File: src/rtl/mc_pkg.sv
// Shared encodings for the multi-cycle RV32I control sequencer:
// state codes, trap causes, opcodes and the opcode-class decode.
package mc_pkg;

  localparam logic [2:0] ST_FETCH   = 3'd0;
  localparam logic [2:0] ST_DECODE  = 3'd1;
  localparam logic [2:0] ST_EXECUTE = 3'd2;
  localparam logic [2:0] ST_MEM     = 3'd3;
  localparam logic [2:0] ST_WB      = 3'd4;
  localparam logic [2:0] ST_TRAP    = 3'd7;

  typedef enum logic [1:0] {
    TC_NONE    = 2'b00,
    TC_ILLEGAL = 2'b01,
    TC_IMEM_TO = 2'b10,
    TC_DMEM_TO = 2'b11
  } trap_cause_e;

  localparam logic [6:0] OP_R      = 7'b0110011;
  localparam logic [6:0] OP_I      = 7'b0010011;
  localparam logic [6:0] OP_LOAD   = 7'b0000011;
  localparam logic [6:0] OP_STORE  = 7'b0100011;
  localparam logic [6:0] OP_BRANCH = 7'b1100011;
  localparam logic [6:0] OP_LUI    = 7'b0110111;
  localparam logic [6:0] OP_AUIPC  = 7'b0010111;
  localparam logic [6:0] OP_JAL    = 7'b1101111;
  localparam logic [6:0] OP_JALR   = 7'b1100111;

  typedef enum logic [3:0] {
    CLS_R, CLS_I, CLS_LOAD, CLS_STORE, CLS_BRANCH,
    CLS_LUI, CLS_AUIPC, CLS_JAL, CLS_JALR, CLS_ILLEGAL
  } opclass_e;

  function automatic opclass_e op_class(input logic [6:0] op);
    case (op)
      OP_R:      op_class = CLS_R;
      OP_I:      op_class = CLS_I;
      OP_LOAD:   op_class = CLS_LOAD;
      OP_STORE:  op_class = CLS_STORE;
      OP_BRANCH: op_class = CLS_BRANCH;
      OP_LUI:    op_class = CLS_LUI;
      OP_AUIPC:  op_class = CLS_AUIPC;
      OP_JAL:    op_class = CLS_JAL;
      OP_JALR:   op_class = CLS_JALR;
      default:   op_class = CLS_ILLEGAL;
    endcase
  endfunction

endpackage

File: src/rtl/mc_wait_timer.sv
// Counts cycles a memory request stays unacknowledged; expired_o fires in the
// TIMEOUT_CYCLES-th such cycle unless ack arrives in it. TIMEOUT_CYCLES=0 disables.
module mc_wait_timer
  import mc_pkg::*;
#(
  parameter int TIMEOUT_CYCLES = 16
) (
  input  logic clk_i,
  input  logic clr_i,
  input  logic req_i,
  input  logic ack_i,
  output logic expired_o
);

  localparam int CW = (TIMEOUT_CYCLES > 1) ? $clog2(TIMEOUT_CYCLES) : 1;

  logic [CW-1:0] cnt_q, cnt_d;

  always_comb begin
    cnt_d = cnt_q;
    if (clr_i)               cnt_d = '0;
    else if (req_i && !ack_i) cnt_d = cnt_q + 1'b1;
  end

  always_ff @(posedge clk_i) cnt_q <= cnt_d;

  // cnt_q holds the unacked cycles already elapsed, so this cycle is number cnt_q+1
  if (TIMEOUT_CYCLES > 0) begin : g_to
    assign expired_o = req_i && !ack_i && (cnt_q == CW'(TIMEOUT_CYCLES - 1));
  end else begin : g_no_to
    assign expired_o = 1'b0;
  end

endmodule

File: src/rtl/mc_sequencer.sv
// Multi-cycle FETCH/DECODE/EXECUTE/MEM/WB sequencer for the RV32I core.
// Optional MC_PERF_EN adds mcycle and stall_cnt performance counters.
module mc_sequencer
  import mc_pkg::*;
#(
  parameter int TIMEOUT_CYCLES = 16,
  parameter int INSTRET_W      = 32
) (
  input  logic                 clk,
  input  logic                 rst,
  input  logic [31:0]          inst,
  input  logic                 imem_ack,
  input  logic                 dmem_ack,
  output logic                 imem_req,
  output logic                 dmem_req,
  output logic                 dmem_we,
  output logic                 ir_wr,
  output logic                 pc_wr,
  output logic                 reg_wr_en,
  output logic                 trap,
  output logic [1:0]           trap_cause,
  output logic [2:0]           state,
  output logic [INSTRET_W-1:0] instret
`ifdef MC_PERF_EN
  ,
  output logic [31:0]          mcycle,
  output logic [31:0]          stall_cnt
`endif
);

  logic [2:0]           state_q, state_d;
  trap_cause_e          cause_q, cause_d;
  opclass_e             cls_q, cls_d, dec_cls;
  logic [INSTRET_W-1:0] instret_q;
  logic                 in_fetch, in_mem, cur_ack, expired, unused_inst;

  assign unused_inst = ^inst[31:7];
  assign dec_cls     = op_class(inst[6:0]);
  assign in_fetch    = (state_q == ST_FETCH);
  assign in_mem      = (state_q == ST_MEM);
  assign cur_ack     = in_fetch ? imem_ack : dmem_ack;

  // Counter restarts on every state change, i.e. on each entry to FETCH/MEM
  mc_wait_timer #(.TIMEOUT_CYCLES(TIMEOUT_CYCLES)) u_wait (
    .clk_i     (clk),
    .clr_i     (rst || (state_d != state_q)),
    .req_i     (in_fetch || in_mem),
    .ack_i     (cur_ack),
    .expired_o (expired)
  );

  always_comb begin
    state_d = state_q;
    cause_d = cause_q;
    cls_d   = cls_q;
    case (state_q)
      ST_FETCH:
        if (imem_ack) state_d = ST_DECODE;
        else if (expired) begin
          state_d = ST_TRAP;
          cause_d = TC_IMEM_TO;
        end
      ST_DECODE: begin
        cls_d = dec_cls;
        if (dec_cls == CLS_ILLEGAL) begin
          state_d = ST_TRAP;
          cause_d = TC_ILLEGAL;
        end else begin
          state_d = ST_EXECUTE;
        end
      end
      ST_EXECUTE:
        case (cls_q)
          CLS_LOAD, CLS_STORE: state_d = ST_MEM;
          CLS_BRANCH:          state_d = ST_FETCH;
          default:             state_d = ST_WB;
        endcase
      ST_MEM:
        if (dmem_ack) state_d = (cls_q == CLS_STORE) ? ST_FETCH : ST_WB;
        else if (expired) begin
          state_d = ST_TRAP;
          cause_d = TC_DMEM_TO;
        end
      ST_WB:   state_d = ST_FETCH;
      ST_TRAP: state_d = ST_TRAP;
      default: begin
        state_d = ST_TRAP;
        cause_d = TC_ILLEGAL;
      end
    endcase
  end

  always_ff @(posedge clk) begin
    if (rst) begin
      state_q   <= ST_FETCH;
      cause_q   <= TC_NONE;
      cls_q     <= CLS_ILLEGAL;
      instret_q <= '0;
    end else begin
      state_q <= state_d;
      cause_q <= cause_d;
      cls_q   <= cls_d;
      if (pc_wr) instret_q <= instret_q + 1'b1;
    end
  end

  // Every output is forced low while rst is high, so a reset mid-instruction
  // drops the in-flight request and suppresses any commit in that same cycle.
  assign imem_req   = !rst && in_fetch;
  assign ir_wr      = imem_req && imem_ack;
  assign dmem_req   = !rst && in_mem;
  assign dmem_we    = dmem_req && (cls_q == CLS_STORE);
  assign pc_wr      = !rst && (((state_q == ST_EXECUTE) && (cls_q == CLS_BRANCH)) ||
                               (in_mem && dmem_ack && (cls_q == CLS_STORE)) ||
                               (state_q == ST_WB));
  assign reg_wr_en  = !rst && (state_q == ST_WB);
  assign trap       = !rst && (state_q == ST_TRAP);
  assign trap_cause = rst ? 2'b00 : cause_q;
  assign state      = rst ? ST_FETCH : state_q;
  assign instret    = rst ? '0 : instret_q;

`ifdef MC_PERF_EN
  logic [31:0] mcycle_q, stall_q;

  always_ff @(posedge clk) begin
    if (rst) begin
      mcycle_q <= '0;
      stall_q  <= '0;
    end else begin
      if (state_q != ST_TRAP) mcycle_q <= mcycle_q + 1'b1;
      if ((imem_req && !imem_ack) || (dmem_req && !dmem_ack)) stall_q <= stall_q + 1'b1;
    end
  end

  assign mcycle    = rst ? '0 : mcycle_q;
  assign stall_cnt = rst ? '0 : stall_q;
`endif

endmodule

File: config.mk
export PLATFORM = sky130hd
export DESIGN_NAME = mc_sequencer
export DESIGN_NICKNAME = d
export VERILOG_FILES = /design/src/rtl/mc_pkg.sv /design/src/rtl/mc_wait_timer.sv /design/src/rtl/mc_sequencer.sv
export SDC_FILE = /design/constraint.sdc
export NUM_CORES = 1
export LEC_CHECK = 0
export BUFFER_PORTS_ARGS = -buffer_cell sky130_fd_sc_hd__buf_2
export CORE_ASPECT_RATIO = 1.4
export CORE_UTILIZATION = 47
export CTS_CLUSTER_DIAMETER = 120
export DETAILED_ROUTE_END_ITERATION = 6
export GPL_TIMING_DRIVEN = 0
export PLACE_DENSITY = 0.74
export SKIP_LAST_GASP = 1
export SLEW_MARGIN = 40
export SYNTH_ARGS = -nofsm -noshare
export SYNTH_HDL_FRONTEND = slang
export SYNTH_SLANG_ARGS = --single-unit
File: constraint.sdc
create_clock -name clk -period 2.3 [get_ports clk]
set_clock_uncertainty 0.15 [all_clocks]
set_input_delay 0.345 -clock clk [delete_from_list [all_inputs] [get_ports clk]]
set_output_delay 0.345 -clock clk [all_outputs]
set_load 0.02 [all_outputs]
==> flow_summary.ini <==
[synthesis]
syn_area_sq_mm = 0.002674
ys_async_sr_fraction_pct = 0
synth_common_cells = dfxtp_1 (45), nor2_1 (44), nor2b_1 (32)
ys_ff_latch = 45
synth_most_common_cell = dfxtp_1
ys_types = 53
yosysSeqAreaShare_pct = 33.69
ys.flop_type = dfxtp_1
syn-instance-count = 339
synth_edf_count = 0
synth.avg_cell_area_sq_um = 7.887
ys_top_cells_by_area = dfxtp_1 (34%), nor2b_1 (7.5%), nor2_1 (6.2%)
synth_warnings = 0
yosys.area.top_type_share_pct = 33.69
syn_nets = 377
synth_largest_area_cell = dfxtp_1

[clock_tree]
clk_path_buf_depth = 2
clk_latency_ns = 0.30
numCtsBuffers = 5
clk_pin_slew_ns = 0.08
htreeDepth = 2
cts_root_buffer = clkbuf_8
cts_tree = done
clock-sinks = 45

[final_layout]
syn_to_final_growth_pct = 21.48
fin_util_pct = 59.22
design_area_sq_mm = 0.003248
stdcell_count = 473
diodes = 0
drive_gt1_share_pct = 25.19
nNetsFinal = 443

[pwr]
max-vdd-ir-drop_mv = 0.5342
p_per_area_mw_per_mm2 = 641.2
p_leak_uw = 0.001257
total_power_uw = 2083

[placed_design]
placed_cell_area_sq_mm = 0.003020
gp_congestion = 0.9237
placed_cells = 459
port-buffer-count = 52
dp_hpwl_mm = 4.938

[worst_hold_path]
hold_path_class = primary input to register

[setup_path]
cp.buffers_inverters = 0
worst_setup_path_end_kind = register
worstSetupPathType = register to register
crit_path_start_kind = register
cp_slowest_cell = or4_4
crit_chain = nand4bb_4, or3_1, a2111o_1, or4_4, a21oi_2
worst-endpoint-arrival_ns = 2.39
critPathRequiredTime_ns = 2.39
cp_max_fo = 4
cpPeakStageDelay_ns = 0.50
crit_family = simple AND/OR/NAND/NOR gates

[floorplan]
chipWidth_um = 65.75
core_area_sq_mm = 0.005485
die-height_um = 91.25
ios = 80
std_cell_rows = 32
initial_core_util_pct = 48.75
die-area_sq_mm = 0.005999

[route]
totalWireLength_mm = 6.829
via_per_inst = 5.755
via_count = 2722
drt_first_iter_violations = 120
postRouteAntennaNets = 0
drcViolationCount = 0
routedWlPerCell_um = 14.44
first_pass_iters = 4

[run]
max-cap-violations = 0

[grt]
grt_usage_pct = 22.99
grt-ovfl-total = 0
grt_pass1_vias = 2411
grt_max_degree = 13
grt_pass1_wl_mm = 10.92
grt_antenna_before_repair = 0

[timing]
fmax_ghz = 0.4345
hold_viol = 0
setup_viol = 1
drv_slew = 0
rsz0062_at_grt = yes
fin_crit_sh_pct = 100.1
period_needed_ns = 2.302
fin_ws_ns = -0.001711
tightestPinTransition_ns = 0.8088
relSlewSlack_pct = 45.94

[run_status]
violations = setup timing
outcome = finished with violations
[cell usage in the layout (no fill, tap or decap), types with 3 or more instances in the layout]
cell and n:
xnor2_1 17, nor4_1 5, clkbuf_1 9, xor2_1 5, nand2b_1 5, nor2_1 44
and3_1 4, inv_1 11, nand2_1 20, clkbuf_8 6, a21oi_1 16, and4_1 4
buf_4 11, clkbuf_2 6, o21ai_0 13, dfxtp_2 5, buf_2 52, a2111oi_0 4
a2111oi_1 3, dfxtp_1 39, nor3_1 6, nand3_1 12, nor2b_1 32, or3_1 7
mux2_2 5, a211oi_1 7, nand4_1 6
[through the flow]
stage	TNS [ns]	setup slack, ns	hold slack, ns
6_report	-0.001711	-0.001711	0.1149
4_1_cts	-0.2121	-0.09795	0.1190
3_3_place_gp	-2.309	-0.3177	0.3337
2_1_floorplan	0	0.01868	0.3095
5_1_grt	-0.2891	-0.08032	0.1404
3_5_place_dp	-2.119	-0.3226	0.3326
[registers in the layout (all words and copies together), names as in the netlist]
register and cells:
cause_q 2, cls_q 4, instret_q 32, state_q 3
u_wait.cnt_q 4
[worst register-to-register path, cell delays in order, from the launching register on]
cell       delay (ns)
dfxtp_4          0.35
nand4bb_4        0.22
or3_1            0.44
a2111o_1         0.46
or4_4            0.50
a21oi_2          0.14
[cell type report]
class | count | area (sq um)
Inverter | 11 | 41.29
Sequential cell | 45 | 910.9
Clock buffer | 7 | 86.33
Fill cell | 495 | 2237
Buffer | 18 | 87.58
Multi-Input combinational cell | 263 | 1707
Timing Repair Buffer | 61 | 330.3
Tap cell | 68 | 85.08
[worst paths after layout]
kind | startpoint | endpoint | slack [ns] | cells after the start
max | cls_q[2]$_SDFFE_PP0P_ | instret_q[30]$_SDFFE_PP0P_ | -0.002 | 5
min | inst[0] | cls_q[3]$_SDFFE_PP1P_ | 0.11 | 2
max reg2reg | cls_q[2]$_SDFFE_PP0P_ | instret_q[30]$_SDFFE_PP0P_ | -0.002 | 5
min reg2reg | cause_q[1]$_SDFFE_PP0P_ | cause_q[1]$_SDFFE_PP0P_ | 0.35 | 2
[layer usage]
layer,share of wire (%),track usage (%),wire length (um)
met3,5.0,3.894,342
met4,2.3,9.058,154
met5,0,0,0
met2,51,39.03,3493
met1,42,27.98,2838
[power by group]
part           leakage [uW]  internal (uW)  switching, uW  total (uW)
clock             0.0000443            239            261         500
combinational      0.000848            256            449         705
sequential         0.000364            826           51.7         878
total               0.00126           1320            762        2080
[cell families after synthesis]
logic type | synth area share [%]
AO/OA/AOI/OAI | 17.36
buffers and inverters | 4.492
AND/OR/NAND/NOR | 33.83
XOR/XNOR | 7.206
multiplexers | 2.480
adder cells (fa/ha/maj) | 0.9357
flip-flops | 33.69
[repair_timing]
item                       4_1_cts  5_1_grt
setup buffers                    7        2
pin swaps                        5        8
gates resized for setup         17       20
hold buffers                     0        0
setup endpoints to repair       12       27
(Power assumes the default switching activity.)
